--- src/rtl/lb_ctrl_pkg.sv ---
// rtl/lb_ctrl_pkg.sv - shared types and width helpers for the linebuffer stream controller
//
// Purpose: FSM state encoding and counter-width helper used by the controller
// and its coordinate counter.
// Ports: none (package).

package lb_ctrl_pkg;

  typedef enum logic [2:0] {
    IDLE   = 3'd0,
    WARMUP = 3'd1,
    STREAM = 3'd2,
    DRAIN  = 3'd3,
    DONE   = 3'd4
  } lb_state_e;

  // Counter width for a dimension of n pixels; at least one bit.
  function automatic int lb_width(input int n);
    return (n <= 2) ? 1 : $clog2(n);
  endfunction

endpackage

--- src/rtl/lb_coord_counter.sv ---
// rtl/lb_coord_counter.sv - raster-order column/row counter for one frame
//
// Purpose: tracks the coordinates of the next pixel to be accepted.
// Ports:
//   clk     in   clock
//   rst_n   in   synchronous active-low reset
//   clr_i   in   restart at (0,0)
//   en_i    in   advance one pixel
//   col_o   out  current column
//   row_o   out  current row
//   last_o  out  current position is the final pixel of the frame

module lb_coord_counter
  import lb_ctrl_pkg::*;
#(
  parameter int IMG_W = 64,
  parameter int IMG_H = 64,
  parameter int CW    = lb_width(IMG_W),
  parameter int RW    = lb_width(IMG_H)
) (
  input  logic          clk,
  input  logic          rst_n,
  input  logic          clr_i,
  input  logic          en_i,
  output logic [CW-1:0] col_o,
  output logic [RW-1:0] row_o,
  output logic          last_o
);

  localparam logic [CW-1:0] COL_LAST = CW'(IMG_W - 1);
  localparam logic [RW-1:0] ROW_LAST = RW'(IMG_H - 1);

  logic [CW-1:0] col_q, col_d;
  logic [RW-1:0] row_q, row_d;
  logic          col_end;

  assign col_end = (col_q == COL_LAST);
  assign last_o  = col_end && (row_q == ROW_LAST);
  assign col_o   = col_q;
  assign row_o   = row_q;

  // The final pixel does not wrap: the counter parks there until cleared.
  always_comb begin
    col_d = col_q;
    row_d = row_q;
    if (clr_i) begin
      col_d = '0;
      row_d = '0;
    end else if (en_i && !last_o) begin
      if (col_end) begin
        col_d = '0;
        row_d = row_q + RW'(1);
      end else begin
        col_d = col_q + CW'(1);
      end
    end
  end

  always_ff @(posedge clk) begin
    if (!rst_n) begin
      col_q <= '0;
      row_q <= '0;
    end else begin
      col_q <= col_d;
      row_q <= row_d;
    end
  end

endmodule

--- src/rtl/linebuffer_stream_ctrl.sv ---
// rtl/linebuffer_stream_ctrl.sv - frame sequencer and stencil-valid flagging for a linebuffer
//
// Purpose: counts pixel coordinates over an IMG_W x IMG_H frame, drives the
// linebuffer write enable, and marks outputs that carry a complete stencil
// window through a single-slot output register with valid/ready handshakes.
// Ports:
//   clk         in   clock
//   rst_n       in   synchronous active-low reset
//   start       in   begin a frame (sampled in IDLE only)
//   in_valid    in   upstream pixel present
//   in_ready    out  pixel accepted this cycle when in_valid
//   lb_wen      out  linebuffer write enable (== accept)
//   out_valid   out  window at out_col/out_row is complete
//   out_ready   in   downstream consumes the window
//   out_col     out  column of newest pixel in the window
//   out_row     out  row of newest pixel in the window
//   busy        out  frame in progress
//   frame_done  out  one-cycle pulse after the last window is consumed

module linebuffer_stream_ctrl
  import lb_ctrl_pkg::*;
#(
  parameter int IMG_W = 64,
  parameter int IMG_H = 64,
  parameter int ST_W  = 3,
  parameter int ST_H  = 3,
  parameter int CW    = lb_width(IMG_W),
  parameter int RW    = lb_width(IMG_H)
) (
  input  logic          clk,
  input  logic          rst_n,
  input  logic          start,
  input  logic          in_valid,
  output logic          in_ready,
  output logic          lb_wen,
  output logic          out_valid,
  input  logic          out_ready,
  output logic [CW-1:0] out_col,
  output logic [RW-1:0] out_row,
  output logic          busy,
  output logic          frame_done
);

  lb_state_e     state_q, state_d;
  logic          out_valid_q, out_valid_d;
  logic [CW-1:0] out_col_q, out_col_d;
  logic [RW-1:0] out_row_q, out_row_d;

  logic [CW-1:0] cnt_col;
  logic [RW-1:0] cnt_row;
  logic          cnt_last;
  logic          cnt_clr;
  logic          running;
  logic          accept;
  logic          take;
  logic          col_ok;
  logic          row_ok;
  logic          win;

  lb_coord_counter #(
    .IMG_W (IMG_W),
    .IMG_H (IMG_H),
    .CW    (CW),
    .RW    (RW)
  ) u_coord (
    .clk    (clk),
    .rst_n  (rst_n),
    .clr_i  (cnt_clr),
    .en_i   (accept),
    .col_o  (cnt_col),
    .row_o  (cnt_row),
    .last_o (cnt_last)
  );

  // A 1-wide stencil is complete on every column; skip the always-true compare.
  if (ST_W > 1) begin : g_col_ok
    assign col_ok = (cnt_col >= CW'(ST_W - 1));
  end else begin : g_col_all
    assign col_ok = 1'b1;
  end

  if (ST_H > 1) begin : g_row_ok
    assign row_ok = (cnt_row >= RW'(ST_H - 1));
  end else begin : g_row_all
    assign row_ok = 1'b1;
  end

  assign win     = col_ok && row_ok;
  assign running = (state_q == WARMUP) || (state_q == STREAM);

  // Single skid slot: accept a new pixel only if the held window leaves this cycle.
  assign in_ready   = running && (!out_valid_q || out_ready);
  assign accept     = in_valid && in_ready;
  assign take       = out_valid_q && out_ready;
  assign lb_wen     = accept;
  assign cnt_clr    = (state_q == IDLE) && start;

  assign out_valid  = out_valid_q;
  assign out_col    = out_col_q;
  assign out_row    = out_row_q;
  assign busy       = (state_q != IDLE);
  assign frame_done = (state_q == DONE);

  // A fresh accept overwrites the slot, which also covers take-and-accept together.
  always_comb begin
    out_valid_d = out_valid_q;
    out_col_d   = out_col_q;
    out_row_d   = out_row_q;
    if (accept) begin
      out_valid_d = win;
      out_col_d   = cnt_col;
      out_row_d   = cnt_row;
    end else if (take) begin
      out_valid_d = 1'b0;
    end
  end

  always_comb begin
    state_d = state_q;
    case (state_q)
      IDLE:    if (start) state_d = WARMUP;
      // The first complete window may also be the last pixel (stencil == frame).
      WARMUP:  if (accept && win) state_d = cnt_last ? DRAIN : STREAM;
      STREAM:  if (accept && cnt_last) state_d = DRAIN;
      DRAIN:   if (!out_valid_q || take) state_d = DONE;
      DONE:    state_d = IDLE;
      default: state_d = IDLE;
    endcase
  end

  always_ff @(posedge clk) begin
    if (!rst_n) begin
      state_q     <= IDLE;
      out_valid_q <= 1'b0;
      out_col_q   <= '0;
      out_row_q   <= '0;
    end else begin
      state_q     <= state_d;
      out_valid_q <= out_valid_d;
      out_col_q   <= out_col_d;
      out_row_q   <= out_row_d;
    end
  end

endmodule
--- config.mk ---
export PLATFORM = sky130hd
export DESIGN_NAME = linebuffer_stream_ctrl
export DESIGN_NICKNAME = d
export VERILOG_FILES = /design/src/rtl/lb_ctrl_pkg.sv /design/src/rtl/lb_coord_counter.sv /design/src/rtl/linebuffer_stream_ctrl.sv
export SDC_FILE = /design/constraint.sdc
export NUM_CORES = 1
export LEC_CHECK = 0
export CORE_ASPECT_RATIO = 0.9
export CORE_UTILIZATION = 52
export DETAILED_ROUTE_END_ITERATION = 12
export GPL_TIMING_DRIVEN = 0
export PLACE_DENSITY = 0.87
export SLEW_MARGIN = 40
export SYNTH_ARGS = -nofsm -noshare
export SYNTH_HDL_FRONTEND = slang
export SYNTH_HIERARCHICAL = 1
export SYNTH_SLANG_ARGS = --single-unit
export TNS_END_PERCENT = 30
--- constraint.sdc ---
create_clock -name clk -period 2.9 [get_ports clk]
set_input_delay 0.58 -clock clk [delete_from_list [all_inputs] [get_ports clk]]
set_output_delay 0.58 -clock clk [all_outputs]
set_load 0.005 [all_outputs]
-- After elaboration in Yosys (flattened, before gate mapping)
Cells that the tools add are included.
- multiplexer cells: 9
- equality and inequality tests: 10
- add/subtract/negate cells: 2
- magnitude comparators: 2
- bitwise operators: 1
- reductions and logical operators: 20
- operator list (operator ; number):
    $add A6 B1 Y6 const B ; 2
    $eq A6 B6 Y1 const B ; 2
    $ge A6 B2 Y1 const B ; 2
    $mux W3 ; 4
    $pmux W3 S4 ; 1
    $logic_and A1 B1 Y1 ; 9
    $eq A3 B2 Y1 const B ; 2
    $mux W6 ; 1
    $ne A2 B1 Y1 const B ; 2
    $ne A2 B2 Y1 const B ; 2
    $reduce_and A4 Y1 ; 1
    $eq A3 B1 Y1 const B ; 1
    $eq A3 B3 Y1 const B ; 1
    $logic_not A3 Y1 ; 1
    $logic_or A1 B1 Y1 ; 3
    $mux W1 ; 3
    $reduce_bool A3 Y1 ; 1
    $logic_not A1 Y1 ; 2
    $reduce_and A2 Y1 ; 1
    $reduce_bool A2 Y1 ; 1
    $reduce_or A2 Y1 ; 1
    $not A1 Y1 ; 1
- output and inout port bits: 17
- register bits: 28

-- Longest topological paths before layout
- depth after elaboration: 7
- mapped depth: 9

-- By module
Netlist, hierarchy kept.
- by module, submodules not included (module ; times used ; sequential area each (um^2) ; cells each ; area an instance (um^2)):
    linebuffer_stream_ctrl ; 1 ; 320.3 ; 68 ; 729.4
    lb_coord_counter ; 1 ; 240.2 ; 77 ; 655.6

-- Least setup slack after synthesis
OpenSTA, ideal clock, no wires.
- path type: in2reg
- start: input port out_ready
- end: register u_coord.row_q[3], in the netlist u_coord/row_o[3]
- setup slack: 0.667 ns
- arrival time: 2.163 ns
- stages: 8
- data required time: 2.830 ns
- cell sequence: nor2b_1 > nor4b_4 > buf_6 > and4_1 > buf_6 > o211ai_4 > or3_1 > a21oi_1
- longest elaborated chain between the ends: 5
- ends and longest elaborated chain (what ; RTL line ; text):
    from (decl) ; linebuffer_stream_ctrl.sv:37 ; input logic out_ready,
    $logic_or A1 B1 Y1 ; linebuffer_stream_ctrl.sv:92 ; assign in_ready = running && (!out_valid_q || out_ready);
    $logic_and A1 B1 Y1 ; linebuffer_stream_ctrl.sv:92 ;
    $logic_and A1 B1 Y1 ; linebuffer_stream_ctrl.sv:93 ; assign accept = in_valid && in_ready;
    named net lb_wen ; linebuffer_stream_ctrl.sv:35 ; output logic lb_wen,
    $logic_and A1 B1 Y1 ; lb_coord_counter.sv:49 ; end else if (en_i && !last_o) begin
    $reduce_and A2 Y1 (no source line) ; -- ;
    to (signal assigned) ; lb_coord_counter.sv:65 ; row_q <= row_d;
    to (decl) ; lb_coord_counter.sv:34 ; logic [RW-1:0] row_q, row_d;
The timed path passes the listed nets, and every way through them passes these cells.
A chain may end at the register's enable or synchronous reset.

-- Worst setup path after layout
- start: input port out_ready
- end: output port lb_wen
- longest elaborated chain between the ends: 3
- ends and longest elaborated chain (what ; RTL line):
    $logic_or A1 B1 Y1 ; linebuffer_stream_ctrl.sv:92
    $logic_and A1 B1 Y1 ; linebuffer_stream_ctrl.sv:92
    $logic_and A1 B1 Y1 ; linebuffer_stream_ctrl.sv:93
    to (decl) ; linebuffer_stream_ctrl.sv:35
Every way passes these cells.

==> qor.yml <==
outcome:
  status: "complete, no violations"
timing:
  fmax_mhz: 373
  worst_slew_pin_slew_ns: 0.633
  timing.final.crit_share_pct: 92.6
  final_max_slew_viol_count: 0
  min_period_ns: 2.68
  rsz0062_at_grt: "no"
  fin_skew_ns: 0.00496
  hold_viol_final: 0
  final-setup-viol-count: 0
  relSlewSlack_pct: 57.3
power_and_ir_drop:
  power_mw: 0.712
  power.density_mw_per_mm2: 419
  power.leakage_nw: 0.627
  vdd_ir_drop_max_mv: 0.488
synth:
  yosysTopAreaCell: "dfxtp_1"
  synthFlopType: "dfxtp_1"
  synth_nets: 152
  synth.distinct_cells: 43
  postSynthCellCount: 145
  synthTopCellsByArea: "dfxtp_1 40%, mux2i_1 11%, nor2b_1 7.2%"
  async_reset_ff_share_pct: 0
  synth-edff-count: 0
  synth_top_area_share_pct: 40.5
  synth_seq_cells: 28
  synth_warnings: 6
  avgSynthCellArea_um2: 9.55
  synth-seq-area-share_pct: 40.5
  synth_area_mm2: 0.00139
cts:
  cts_max_level: 1
  cts_num_sinks: 28
  cts_made_buffers: 3
  tritoncts: "yes"
  cts_root_buffer: "clkbuf_4"
  clk_pin_slew_worst_paths_ns: 0.14
  cts_hold_buffers: 0
  cts_resized: 0
  clock_latency_ns: 0.33
  clock_path_buffers: 2
worst_hold_path:
  hold_start: "out_row[3]"
  worstHoldEndpoint: "out_row[3]"
  hp-class: "flip-flop to flip-flop"
  holdPathStages: 2
layout:
  fill_cells: 189
  nets: 180
  antennaDiodeCount: 0
  syn_to_final_growth_pct: 22.6
  drive_gt1_share_pct: 8.14
  fin_area_mm2: 0.00170
global_route:
  grt_pass1_vias: 1183
  grt_start_max_net_pins: 17
  grt_pass1_wl_um: 5110
  gr-total-overflow: 0
  grt_usage_pct: 23.0
  grt_antenna_before_repair: 0
place:
  dpl_cell_area_mm2: 0.00163
  io_buffer_count: 21
  dp_hpwl_um: 2100
  gp_routability_congestion: 0.864
critical_path:
  ff2ff_path_depth: 10
  r2r-start: "state_q[1]"
  worstSetupEndpointType: "primary output"
  arrival_ns: 2.10
  rrSetupSlack_ns: 0.54
  cp_data_required_time_ns: 2.32
  max_stage_delay_ns: 0.48
  crit_top_cell: "clkdlybuf4s50_1"
  critical-path-top-delay-family: "buffers and inverters"
  worst-path-buf-inv: 3
  crit_path_start_kind: "input port"
  r2r_end: "u_coord/row_o[3]"
  crit_fanout: 4
  cp_cell_sequence: "clkdlybuf4s50_1 -> nor2b_1 -> nor4b_4 -> buf_6 -> clkdlybuf4s50_1"
  critPathKind: "input port to primary output"
  crit_slowest_cell: "clkdlybuf4s50_1"
floorplanning:
  dieArea_mm2: 0.00287
  die_h_um: 51.0
  row_count: 17
  core-area_mm2: 0.00249
  initial_core_util_pct: 55.7
  io_pins: 22
  die_w_um: 56.4
run:
  maxCapViolCount: 0
route:
  via_per_inst: 5.86
  drc: 0
  drt-pass1-iter-count: 4
  detail_route.wl_per_cell_um: 14.9
  vias: 1171
  ant_nets: 0
  first_iter_violations: 36
  wirelength_um: 2990
==> power breakdown <==
part           internal (mW)  total (mW)  switching (mW)
Combinational         0.0356      0.0670          0.0314
Clock                  0.140       0.253           0.113
Sequential             0.388       0.392         0.00465
Total                  0.563       0.712           0.149
==> per-stage QoR <==
step | hold slack, ns | TNS [ns] | utilization [%] | std cells | setup WS [ns]
CTS | 0.542 | 0 | 67.9 | 199 | 0.0789
global route | 0.555 | 0 | 68.2 | 200 | 0.144
detailed placement | 0.508 | -0.130 | 65.5 | 194 | -0.103
finish | 0.535 | 0 | 68.2 | 200 | 0.216
global placement | 0.497 | -0.0701 | 65.5 | 194 | -0.0701
floorplan | 0.483 | 0 | - | 145 | 0.667
==> worst min-delay path: cells and delay by family, from the launching register on <==
kind / cells / cell delay [ns]
DFF: 1 / 0.34
muxes: 1 / 0.12
and+or+nand+nor: 1 / 0.06
==> registers in the layout, indices dropped and copies added, names as in the netlist <==
| signal | flops |
|---|---|
| out_col | 6 |
| out_row | 6 |
| u_coord/row_o | 6 |
| out_valid | 1 |
| u_coord/col_o | 6 |
| state_q | 3 |
==> worst max path at each step <==
stage          cells after the start          endpoint       from  slack (ns)
2_1_floorplan                      8  u_coord/row_o[3]  out_ready        0.67
3_3_place_gp                       5            lb_wen  out_ready       -0.07
3_5_place_dp                       5            lb_wen  out_ready       -0.10
4_1_cts                            5            lb_wen  out_ready        0.08
5_1_grt                            5            lb_wen  out_ready        0.14
6_report                           5            lb_wen  out_ready        0.22
==> cell usage after synthesis, drive strengths merged (2+ instances only) <==
cell     n
nor2     8
a31oi    2
buf      4
clkbuf   2
ha       2
o211ai   2
mux2i   15
nand3    6
xor2     2
and3     3
dfxtp   28
inv      4
nand4    5
and2     3
nand2b   2
o21ai    5
nor3     3
nand2   11
or3      3
nor2b   16
a21oi    2
==> final cells by class <==
type	instances	area, um^2	share of cell area, %
Clock buffer	3	22.5	1.33
Multi-Input combinational cell	107	771	45.4
Sequential cell	28	561	33.0
Timing Repair Buffer	23	225	13.3
Buffer	6	38.8	2.28
Clock inverter	1	30.0	1.77
Tap cell	28	35.0	2.06
Inverter	4	15.0	0.884
==> layer usage <==
layer	vias up	wire length, um	track usage, %
met3	4	154	5.82
met2	47	1410	38.7
met5	-	0	0
met4	0	46	8.94
met1	545	1380	28.6
li1	575	-	-
==> timing repair <==
action,in CTS,in global routing
setup endpoints to repair,1,1
pin swaps,1,0
hold endpoints to repair,0,0
setup buffers,1,1
==> layout by cell type, fill, tap and decap left out, types with 3 or more instances in the layout <==
cell / count
nor2b_1: 16
clkbuf_4: 3
nor3_1: 3
inv_1: 4
dfxtp_1: 28
o21ai_1: 3
nand4_1: 5
mux2i_1: 15
and3_1: 3
clkdlybuf4s50_1: 21
nand3_1: 6
nand2_1: 11
nor2_1: 8
or3_1: 3
==> kinds of logic (layout without fill, tap and decap cells) <==
family / after synthesis / after routing / synth area share [%]
compound gates: 19 / 19 / 11.1
xor+xnor: 3 / 3 / 1.90
fa+ha+maj: 2 / 2 / 1.81
buf+inv: 10 / 37 / 3.88
flops: 28 / 28 / 40.5
mux: 16 / 16 / 12.7
simple gates: 67 / 67 / 28.1
No activity file was read; power rests on OpenSTA's default activity.
